File: config.mk
export PLATFORM = sky130hd
export DESIGN_NAME = melody_sched
export DESIGN_NICKNAME = d
export VERILOG_FILES = /design/src/rtl/melody_sched.sv
export SDC_FILE = /design/constraint.sdc
export NUM_CORES = 1
export LEC_CHECK = 0
export CORE_MARGIN = 2
export CORE_UTILIZATION = 45
export CTS_CLUSTER_SIZE = 8
export DETAILED_ROUTE_END_ITERATION = 10
export GPL_TIMING_DRIVEN = 0
export PLACE_DENSITY = 0.69
export SYNTH_ARGS = -nofsm -noshare
export SYNTH_HDL_FRONTEND = slang
export SYNTH_SLANG_ARGS = --single-unit
File: constraint.sdc
create_clock -name clk -period 10.8 [get_ports clk]
set_clock_uncertainty 0.2 [all_clocks]
set_input_delay 2.16 -clock clk [delete_from_list [all_inputs] [get_ports clk]]
set_output_delay 2.16 -clock clk [all_outputs]
set_load 0.02 [all_outputs]
File: src/rtl/melody_sched.sv
// Score-driven melody player sharing one tone generator with live note keys.
// A 64-entry score RAM is stepped through beat by beat; pressed keys pre-empt playback.
module melody_sched #(
  parameter int unsigned CLK_HZ   = 25000000,
  parameter int unsigned BEAT_CYC = 10000000,
  parameter int unsigned GAP_CYC  = 250000
) (
  input  logic        clk,
  input  logic        rst_n,
  input  logic        wr_en,
  input  logic [5:0]  wr_addr,
  input  logic [7:0]  wr_data,
  input  logic        play,
  input  logic        stop,
  input  logic [7:0]  key,
  output logic        tone_en,
  output logic [15:0] half_period,
  output logic        busy,
  output logic [5:0]  note_idx,
  output logic        done
);

  localparam int unsigned AW = 6;
  localparam int unsigned DW = 8;
  localparam int unsigned HW = 16;
  localparam int unsigned CW = 32;

  localparam logic [HW-1:0] HP_DO  = HW'(CLK_HZ / 262 / 2);
  localparam logic [HW-1:0] HP_RE  = HW'(CLK_HZ / 294 / 2);
  localparam logic [HW-1:0] HP_MI  = HW'(CLK_HZ / 330 / 2);
  localparam logic [HW-1:0] HP_FA  = HW'(CLK_HZ / 349 / 2);
  localparam logic [HW-1:0] HP_SOL = HW'(CLK_HZ / 392 / 2);
  localparam logic [HW-1:0] HP_LA  = HW'(CLK_HZ / 440 / 2);
  localparam logic [HW-1:0] HP_SI  = HW'(CLK_HZ / 494 / 2);
  localparam logic [HW-1:0] HP_DO2 = HW'(CLK_HZ / 523 / 2);

  typedef enum logic [2:0] {IDLE, LOAD, PLAY, GAP, KEY} state_t;

  state_t          state, state_nx, ret_state, ret_nx;
  logic [CW-1:0]   cnt, cnt_nx, play_len, play_len_nx;
  logic [3:0]      code, code_nx;
  logic [AW-1:0]   idx_nx;
  logic            tone_nx, busy_nx, done_nx;
  logic [HW-1:0]   hp_nx;
  logic [DW-1:0]   score [64];
  logic [DW-1:0]   entry;
  logic [3:0]      dur;

  function automatic logic [HW-1:0] hp_of(input logic [3:0] c);
    case (c)
      4'd1:    hp_of = HP_DO;
      4'd2:    hp_of = HP_RE;
      4'd3:    hp_of = HP_MI;
      4'd4:    hp_of = HP_FA;
      4'd5:    hp_of = HP_SOL;
      4'd6:    hp_of = HP_LA;
      4'd7:    hp_of = HP_SI;
      4'd8:    hp_of = HP_DO2;
      default: hp_of = '0;
    endcase
  endfunction

  function automatic logic is_note(input logic [3:0] c);
    is_note = (c >= 4'd1) && (c <= 4'd8);
  endfunction

  // Lowest pressed key wins; returns the matching note code.
  function automatic logic [3:0] key_code(input logic [7:0] k);
    key_code = 4'd0;
    for (int i = 7; i >= 0; i--) begin
      if (k[i]) key_code = 4'(i + 1);
    end
  endfunction

  // Score RAM: write-only port is synchronous and never reset.
  always_ff @(posedge clk) begin
    if (wr_en) score[wr_addr] <= wr_data;
  end

  assign entry = score[note_idx];
  assign dur   = entry[7:4];

  always_ff @(posedge clk or negedge rst_n) begin
    if (!rst_n) begin
      state       <= IDLE;
      ret_state   <= IDLE;
      cnt         <= '0;
      play_len    <= '0;
      code        <= '0;
      note_idx    <= '0;
      tone_en     <= 1'b0;
      half_period <= '0;
      busy        <= 1'b0;
      done        <= 1'b0;
    end else begin
      state       <= state_nx;
      ret_state   <= ret_nx;
      cnt         <= cnt_nx;
      play_len    <= play_len_nx;
      code        <= code_nx;
      note_idx    <= idx_nx;
      tone_en     <= tone_nx;
      half_period <= hp_nx;
      busy        <= busy_nx;
      done        <= done_nx;
    end
  end

  always_comb begin
    state_nx    = state;
    ret_nx      = ret_state;
    cnt_nx      = cnt;
    play_len_nx = play_len;
    code_nx     = code;
    idx_nx      = note_idx;
    done_nx     = 1'b0;

    if (stop) begin
      state_nx = IDLE;
      idx_nx   = '0;
      cnt_nx   = '0;
    end else begin
      case (state)
        IDLE: begin
          if (key != 8'd0) begin
            state_nx = KEY;
            ret_nx   = IDLE;
          end else if (play) begin
            state_nx = LOAD;
            idx_nx   = '0;
          end
        end
        LOAD: begin
          if (dur == 4'd0) begin
            state_nx = IDLE;
            done_nx  = 1'b1;
          end else begin
            state_nx    = PLAY;
            cnt_nx      = '0;
            play_len_nx = CW'(dur) * CW'(BEAT_CYC) - CW'(GAP_CYC);
            code_nx     = entry[3:0];
          end
        end
        PLAY: begin
          if (key != 8'd0) begin
            state_nx = KEY;
            ret_nx   = PLAY;
          end else if (cnt == play_len - CW'(1)) begin
            cnt_nx = '0;
            if (GAP_CYC != 0) begin
              state_nx = GAP;
            end else begin
              state_nx = LOAD;
              idx_nx   = note_idx + AW'(1);
            end
          end else begin
            cnt_nx = cnt + CW'(1);
          end
        end
        GAP: begin
          if (key != 8'd0) begin
            state_nx = KEY;
            ret_nx   = GAP;
          end else if (cnt == CW'(GAP_CYC) - CW'(1)) begin
            cnt_nx   = '0;
            state_nx = LOAD;
            idx_nx   = note_idx + AW'(1);
          end else begin
            cnt_nx = cnt + CW'(1);
          end
        end
        KEY: begin
          if (key == 8'd0) state_nx = ret_state;
        end
        default: state_nx = IDLE;
      endcase
    end
  end

  // Outputs track the state being entered so they line up with it cycle for cycle.
  always_comb begin
    tone_nx = 1'b0;
    hp_nx   = half_period;
    busy_nx = (state_nx != IDLE);
    case (state_nx)
      PLAY: begin
        if (is_note(code_nx)) begin
          tone_nx = 1'b1;
          hp_nx   = hp_of(code_nx);
        end
      end
      KEY: begin
        tone_nx = 1'b1;
        hp_nx   = hp_of(key_code(key));
      end
      default: ;
    endcase
  end

endmodule

==> results of run 1 <==
state kept, by name, summed over array words and instances, names as in the netlist:
register and flops:
score 512, cnt 32, play_len 23, half_period 14, note_idx 6, code 4
state 3, ret_state 2, busy 1, done 1, tone_en 1
cells in the mapped netlist, drive strengths merged (6+ instances only):
master and count:
a2111oi 7, a21o 6, a21oi 30, a31oi 12
and2 11, and3 21, buf 51, clkbuf 44
dfrtp 87, edfxtp 512, ha 38, inv 44
mux2 21, mux2i 40, mux4 140, nand2 105
nand2b 11, nand3 34, nand3b 7, nand4 11
nor2 146, nor2b 19, nor3 35, nor4 14
o211ai 8, o21ai 91, o22ai 9, o31ai 24
or2 8, or3 12, or4 9, xnor2 42
xor2 24
power groups by stage:
stage                     logic (mW)  registers, mW  clock network (mW)
after detailed placement       0.154           2.59                   0
after global placement         0.143           2.59                   0
after global routing           0.168           2.55                2.50
final                          0.155           2.55                2.38
after CTS                      0.155           2.55                2.40
after floorplan               0.0576           2.59                   0
metal layers:
| metal | vias to the layer above | track usage [%] | wire [um] |
|---|---|---|---|
| met1 | 8572 | 31.3 | 28400 |
| met4 | 0 | 8.33 | 2470 |
| met2 | 864 | 38.2 | 35100 |
| met3 | 168 | 4.51 | 6140 |
| met5 | - | 0 | 0 |
| li1 | 7161 | - | - |
logic make-up (layout without fill, tap and decap cells):
kind of cell               Yosys count  count (layout)  synth area share, %
adders and majority gates           40              40                 1.91
DFF                                599             599                 65.0
AOI/OAI and AO/OA                  249             249                 6.01
other                                0               2                    0
muxes                              201             201                 14.1
buffers and inverters              141             303                 2.42
and+or+nand+nor                    464             464                 8.46
xor gates and xnor gates            66              66                 2.14
layout make-up:
cell class	instances	area, um2	area share (%)
clock inverters	5	130	0.420
multi-input cells	1020	8830	28.5
clock buffers	98	2200	7.09
flip-flops and latches	599	17600	56.6
plain buffers	95	484	1.56
diodes	2	5.00	0.0162
well taps	773	967	3.12
repair buffers	59	649	2.10
inverters	46	173	0.557
how the worst max path moves through the flow:
stage / start / to / slack, ps
after detailed placement: note_idx[2] / play_len[27] / 970
after global placement: note_idx[2] / play_len[27] / 1070
after CTS: note_idx[2] / play_len[27] / 960
after floorplan: note_idx[1] / play_len[27] / 3990
after global routing: note_idx[2] / play_len[27] / 410
final: note_idx[2] / play_len[27] / 880
worst reg2reg max path, stage by stage (launching register included):
cell and delay [ps]:
dfrtp_1 430, buf_2 340, buf_2 500, clkbuf_1 580, buf_2 560, buf_1 820
buf_1 1050, nand2_1 230, a32oi_1 540, and3_1 520, ha_1 280, inv_1 60
fa_1 480, inv_1 50, ha_1 330, nor2b_1 140, o21ai_0 180, a21boi_0 170
o41ai_1 650, a211oi_1 270, o21a_1 240, or4_1 490, clkbuf_1 170, o311a_1 350
o22a_1 170
layout by cell type, fill, tap and decap left out, types with 8 or more instances in the layout:
master           netlist  layout
mux2_2                15      15
clkbuf_16              0      86
o211ai_1               8       8
nor3_1                34      31
mux4_2               140     140
and3_1                20      20
a31oi_1               12      12
buf_4                 13      14
or3_1                 10      10
nand2_1              105     105
xor2_1                24      24
clkdlybuf4s50_1        0      39
a21oi_1               30      30
inv_1                 43      43
clkbuf_1              44      56
buf_2                 18      28
o22ai_1                9       9
ha_1                  38      38
o31ai_1               23      23
mux2i_1               40      40
and2_1                 9       9
nor4_1                13      13
buf_1                 14      12
nor2_1               146     146
xnor2_1               42      42
nand4_1               11      11
dfrtp_1               87      87
nand2b_1              11      11
edfxtp_1             512     512
nand3_1               34      34
nor2b_1               19      19
buf_12                 1       8
o21ai_0               89      88
metrics by stage:
step,cells,instance area [um2],setup slack (ps),hold slack [ps]
global route,2695,31000,411,311
CTS,2695,31000,962,295
detailed placement,2592,28600,970,284
finish,2697,31000,882,290
floorplan,1760,27000,3990,252
global placement,2581,28500,1070,273
==> metrics.txt, run 1 <==
final hold violation count 0; achievable frequency 101 MHz; nets 1972; most used cell, CP buf_2; DRT Wirelength 72100 um; core footprint 59200 um2; Vias 16765; RR Endpoint play_len[27]; Worst Path Max Fanout 10; clock share of power 46.9%; Total GRT Usage 23.3%; Die ar. 62000 um2; hold_sp half_period[8]; Hold Path End half_period[8]; GPL Wtd Cong 0.883; Syn Inst Count 1760; FILL cells 4766; area grow syn2layout 14.7%; Post-CTS Setup Bufs 0; sequential area share after synthesis 65.0%; cell taking the most area after synthesis edfxtp_1; Max IR drop VDD 0.167 mV; ys async rst share 14.5%; clk root buf clkbuf_16; Leakage 10.4 nW; initial antenna violation count 0; CTS buffer count 84; R2R cell count 24; power share of the sequential group 50.1%; Tmin final 9920 ps; Worst Hold Class reg2reg; Setup TNS 0 ps; switching share of power 21.0%; total grt overflow 0; status completed; Max clock buf depth 3; delay of the slowest critical-path stage 1050 ps; Total Power 5.08 mW; layout cells sized above 1 17.4%; vias in the first global route 16524; critical path class reg2reg; Final setup viols 0; Final Util 52.3%; DR pass1 iterations 5; FP Rows 89; register clock-pin slew on the reported worst setup and hold paths 50 ps; FF-to-FF setup slack 880 ps; Stages on worst setup path 24; largest net degree at the start of global routing 57; slowest stage cell, crit path buf_1; internal power 4.02 mW; DRT iter0 DRCs 1886; I/O pin count 52; die height 249 um; Synth area leaders edfxtp_1 (57%), mux4_2 (12%), dfrtp_1 (8.1%); Synth top area share 56.9%; Die X-Extent 249 um; global-route wire length before repair 107000 um; period utilisation layout 91.8%; IO Port Bufs 48; P_sw 1.07 mW; worst reg2reg startpoint note_idx[2]; Hold Crit Depth 1; syn avg cell area 15.4 um2; Yosys reg bits 599; worst slew pin tran 1350 ps; crit start category flop; vias per cell 6.22; combinational power share 3.1%; slew margin rel. 10.0%; DP HPWL 47900 um; Unique masters post-synth 87; WP data arrival 10220 ps; Initial Util 45.6%; routed wire length per instance 26.7 um; Critical path buffers and inverters 9; DRC violations left 0; Post-DRT Antenna Nets 0; RSZ-0062 raised after global routing false; Post-Synthesis Cell Area 27000 um2; PwrDens 164 nW/um2; worst skew pair latency 640 ps; number of synthesized flops with an enable pin 512; H-tree depth 3; CTS Hold Bufs 0; CTS tree yes; maxcap violations 0; clock sink count 599; CP Cell Sequence buf_2 > buf_2 > clkbuf_1 > buf_2 > buf_1 > buf_1 > nand2_1 > a32oi_1 > and3_1 > ha_1 > inv_1 > fa_1 > inv_1 > ha_1 > nor2b_1 > o21ai_0 > a21boi_0 > o41ai_1 > a211oi_1 > o21a_1 > or4_1 > clkbuf_1 > o311a_1 > o22a_1; Syn Nets 1827; Synth Flop Type edfxtp_1; crit-path leading delay family buffers and inverters; Ys Warns 0; Critical Path RT 11100 ps; Post-CTS Resized 0; Setup crit end kind flop; Slew Limit Fails 0
Power figures use the tool's default switching activity.
==> run 2: changes to the inputs <==
- CORE_ASPECT_RATIO: not set -> 1.25
==> run 2 against run 1 <==
  * Fmax about the same
  * Critical endpoint unchanged
  * Core utilization about the same
  * Cell count about the same
  * Largest cell class unchanged
  * Sequential share of layout area decreased by 0.14 points
  * Total power increased by 1.1%
  * Setup slack improved by 3.2 ps
==> metrics.txt, run 2 (synthesis results as in run 1) <==
Tmin final 9910 ps (-3.18 ps); status completed; Vias 16643 (-0.73%); maxcap violations 0 (unchanged); worst slew pin tran 1440 ps (+85.4 ps); PwrDens 165 nW/um2 (+0.84%); H-tree depth 3 (unchanged); Worst Hold Slack 290 ps (-0.145 ps); achievable frequency 101 MHz (about the same); IO Port Bufs 48 (unchanged); post-place setup slack 904 ps (-65.4 ps); Die ar. 62000 um2 (about the same); Final setup viols 0 (unchanged); layout cells sized above 1 17.5% (+0.083 points); critical path class reg2reg; GPL Wtd Cong 0.916 (+3.7%); Max clock buf depth 3 (unchanged); FP Rows 100 (+12%); slew margin rel. 4.33% (-5.7 points); total grt overflow 0 (unchanged); I/O pin count 52 (unchanged); Placed Instances 2584 (-0.31%); Total GRT Usage 23.4% (+0.073 points); register clock-pin slew on the reported worst setup and hold paths 60 ps (about the same); max FFs per register 512 (unchanged); most common cell after layout, fill and taps aside edfxtp_1; final worst slack 885 ps (+3.18 ps); clock sink count 599 (unchanged); global-route wire length before repair 106000 um (-0.43%); largest net degree at the start of global routing 56 (-1.8%); commonest non-fill, non-tap cells in the layout edfxtp_1 (512), nor2_1 (146), mux4_2 (140), nand2_1 (105), o21ai_0 (88); Setup crit end kind flop; Biggest register score; Largest regs score: 512 flops, cnt: 32 flops, play_len: 23 flops; clk root buf clkbuf_16; P_sw 1.07 mW (about the same); DRT iter0 DRCs 1745 (-7.5%); DRC violations left 0 (unchanged); DP HPWL 48700 um (+1.8%); core footprint 59400 um2 (+0.32%); internal power 4.07 mW (+1.4%); Critical Path RT 11110 ps (about the same); DRT Wirelength 71900 um (-0.19%); crit start category flop; diode count 0 (-2); RSZ-0062 raised after global routing false; die height 278 um (+12%); combinational power share 3.0% (about the same); FILL cells 4710 (-1.2%); area grow syn2layout 15.0%; routed wire length per instance 26.7 um (-0.12%); Post-DRT Antenna Nets 0 (unchanged); non-filler instance count after layout 2695 (-0.074%); CTS buffer count 85 (+1.2%); CTS Hold Bufs 0 (unchanged); clock share of power 47.4% (+0.5 points); Setup TNS 0 ps (unchanged); initial antenna violation count 0 (unchanged); WP data arrival 10220 ps (about the same); CTS tree yes; Die X-Extent 223 um (-10%); final hold violation count 0 (unchanged); Initial Util 45.5% (-0.15 points); DR pass1 iterations 5 (unchanged); Slew Limit Fails 0 (unchanged); Max IR drop VDD 0.141 mV (-15%); switching share of power 20.8% (-0.22 points); Leakage 10.4 nW (+0.37%); worst skew pair latency 640 ps (about the same); power share of the sequential group 49.5% (-0.6 points); vias per cell 6.18 (-0.65%); vias in the first global route 16717 (+1.2%); post-placement cell area 28600 um2 (about the same); nets 1974 (+0.10%); Worst Path Max Fanout 10 (unchanged); Design Area, Final 31100 um2 (+0.25%); period utilisation layout 91.8% (about the same); Post-CTS Resized 0 (unchanged); Post-CTS Setup Bufs 0 (unchanged); Worst Hold Class reg2reg
-- run 2: changes by cell type in the layout (fill, tap and decap cells not counted) --
| cell | delta |
|---|---|
| clkinv_8 | +1 |
| diode_2 | -2 |
| bufinv_16 | +2 |
| clkbuf_2 | -1 |
| clkbuf_1 | +4 |
| buf_8 | +1 |
| inv_6 | +1 |
| inv_16 | -1 |
| buf_1 | +1 |
-- run 2: area by class of cell --
cell class	count	area (um2)	share of cell area, %
flip-flops and latches	599	17600	56.5
well taps	765	957	3.08
plain buffers	95	483	1.55
clock buffers	102	2210	7.12
clock inverters	8	195	0.628
multi-input cells	1020	8830	28.4
repair buffers	60	664	2.14
inverters	46	173	0.556
-- run 2: worst paths after layout --
check / startpoint / to / slack, ps / depth (start not counted)
max in group asynchronous: rst_n / half_period[13] / 8450 / 2
min: cnt[3] / cnt[3] / 290 / 1
max: note_idx[2] / play_len[27] / 890 / 24
max reg2reg: note_idx[2] / play_len[27] / 890 / 24
min reg2reg: cnt[3] / cnt[3] / 290 / 1
min in group asynchronous: rst_n / half_period[12] / 1310 / 1
-- run 2: through the flow --
step                power, mW  utilization [%]
CTS                      5.16             52.2
floorplan                2.65                -
finish                   5.14             52.3
detailed placement       2.74             48.2
global route             5.27             52.3
global placement         2.74             47.9
-- run 2: critical path, stage by stage (launching register included) --
cell	delay, ps
dfrtp_1	360
buf_2	290
buf_2	460
clkbuf_1	570
buf_2	500
buf_1	820
buf_1	1110
nand2_1	300
a32oi_1	490
and3_1	510
ha_1	270
inv_1	60
fa_1	480
inv_1	50
ha_1	320
nor2b_1	140
o21ai_0	200
a21boi_0	190
o41ai_1	680
a21oi_1	260
nor3_1	300
o221ai_1	300
or2_2	390
o311a_1	300
o22a_1	170
-- run 2: power groups by stage --
stage	combinational, mW	sequential, mW	clock (mW)
2_1_floorplan	0.0576	2.59	0
4_1_cts	0.154	2.55	2.46
3_5_place_dp	0.154	2.59	0
5_1_grt	0.167	2.55	2.55
6_report	0.155	2.55	2.44
3_3_place_gp	0.143	2.59	0
-- run 2: metal layers --
layer | up-vias | GRT usage [%] | part of all wire [%]
li1 | 7162 | - | -
met5 | - | 0 | 0
met4 | 0 | 9.77 | 4.0
met1 | 8520 | 29.0 | 38
met2 | 796 | 40.6 | 51
met3 | 165 | 4.08 | 7.3
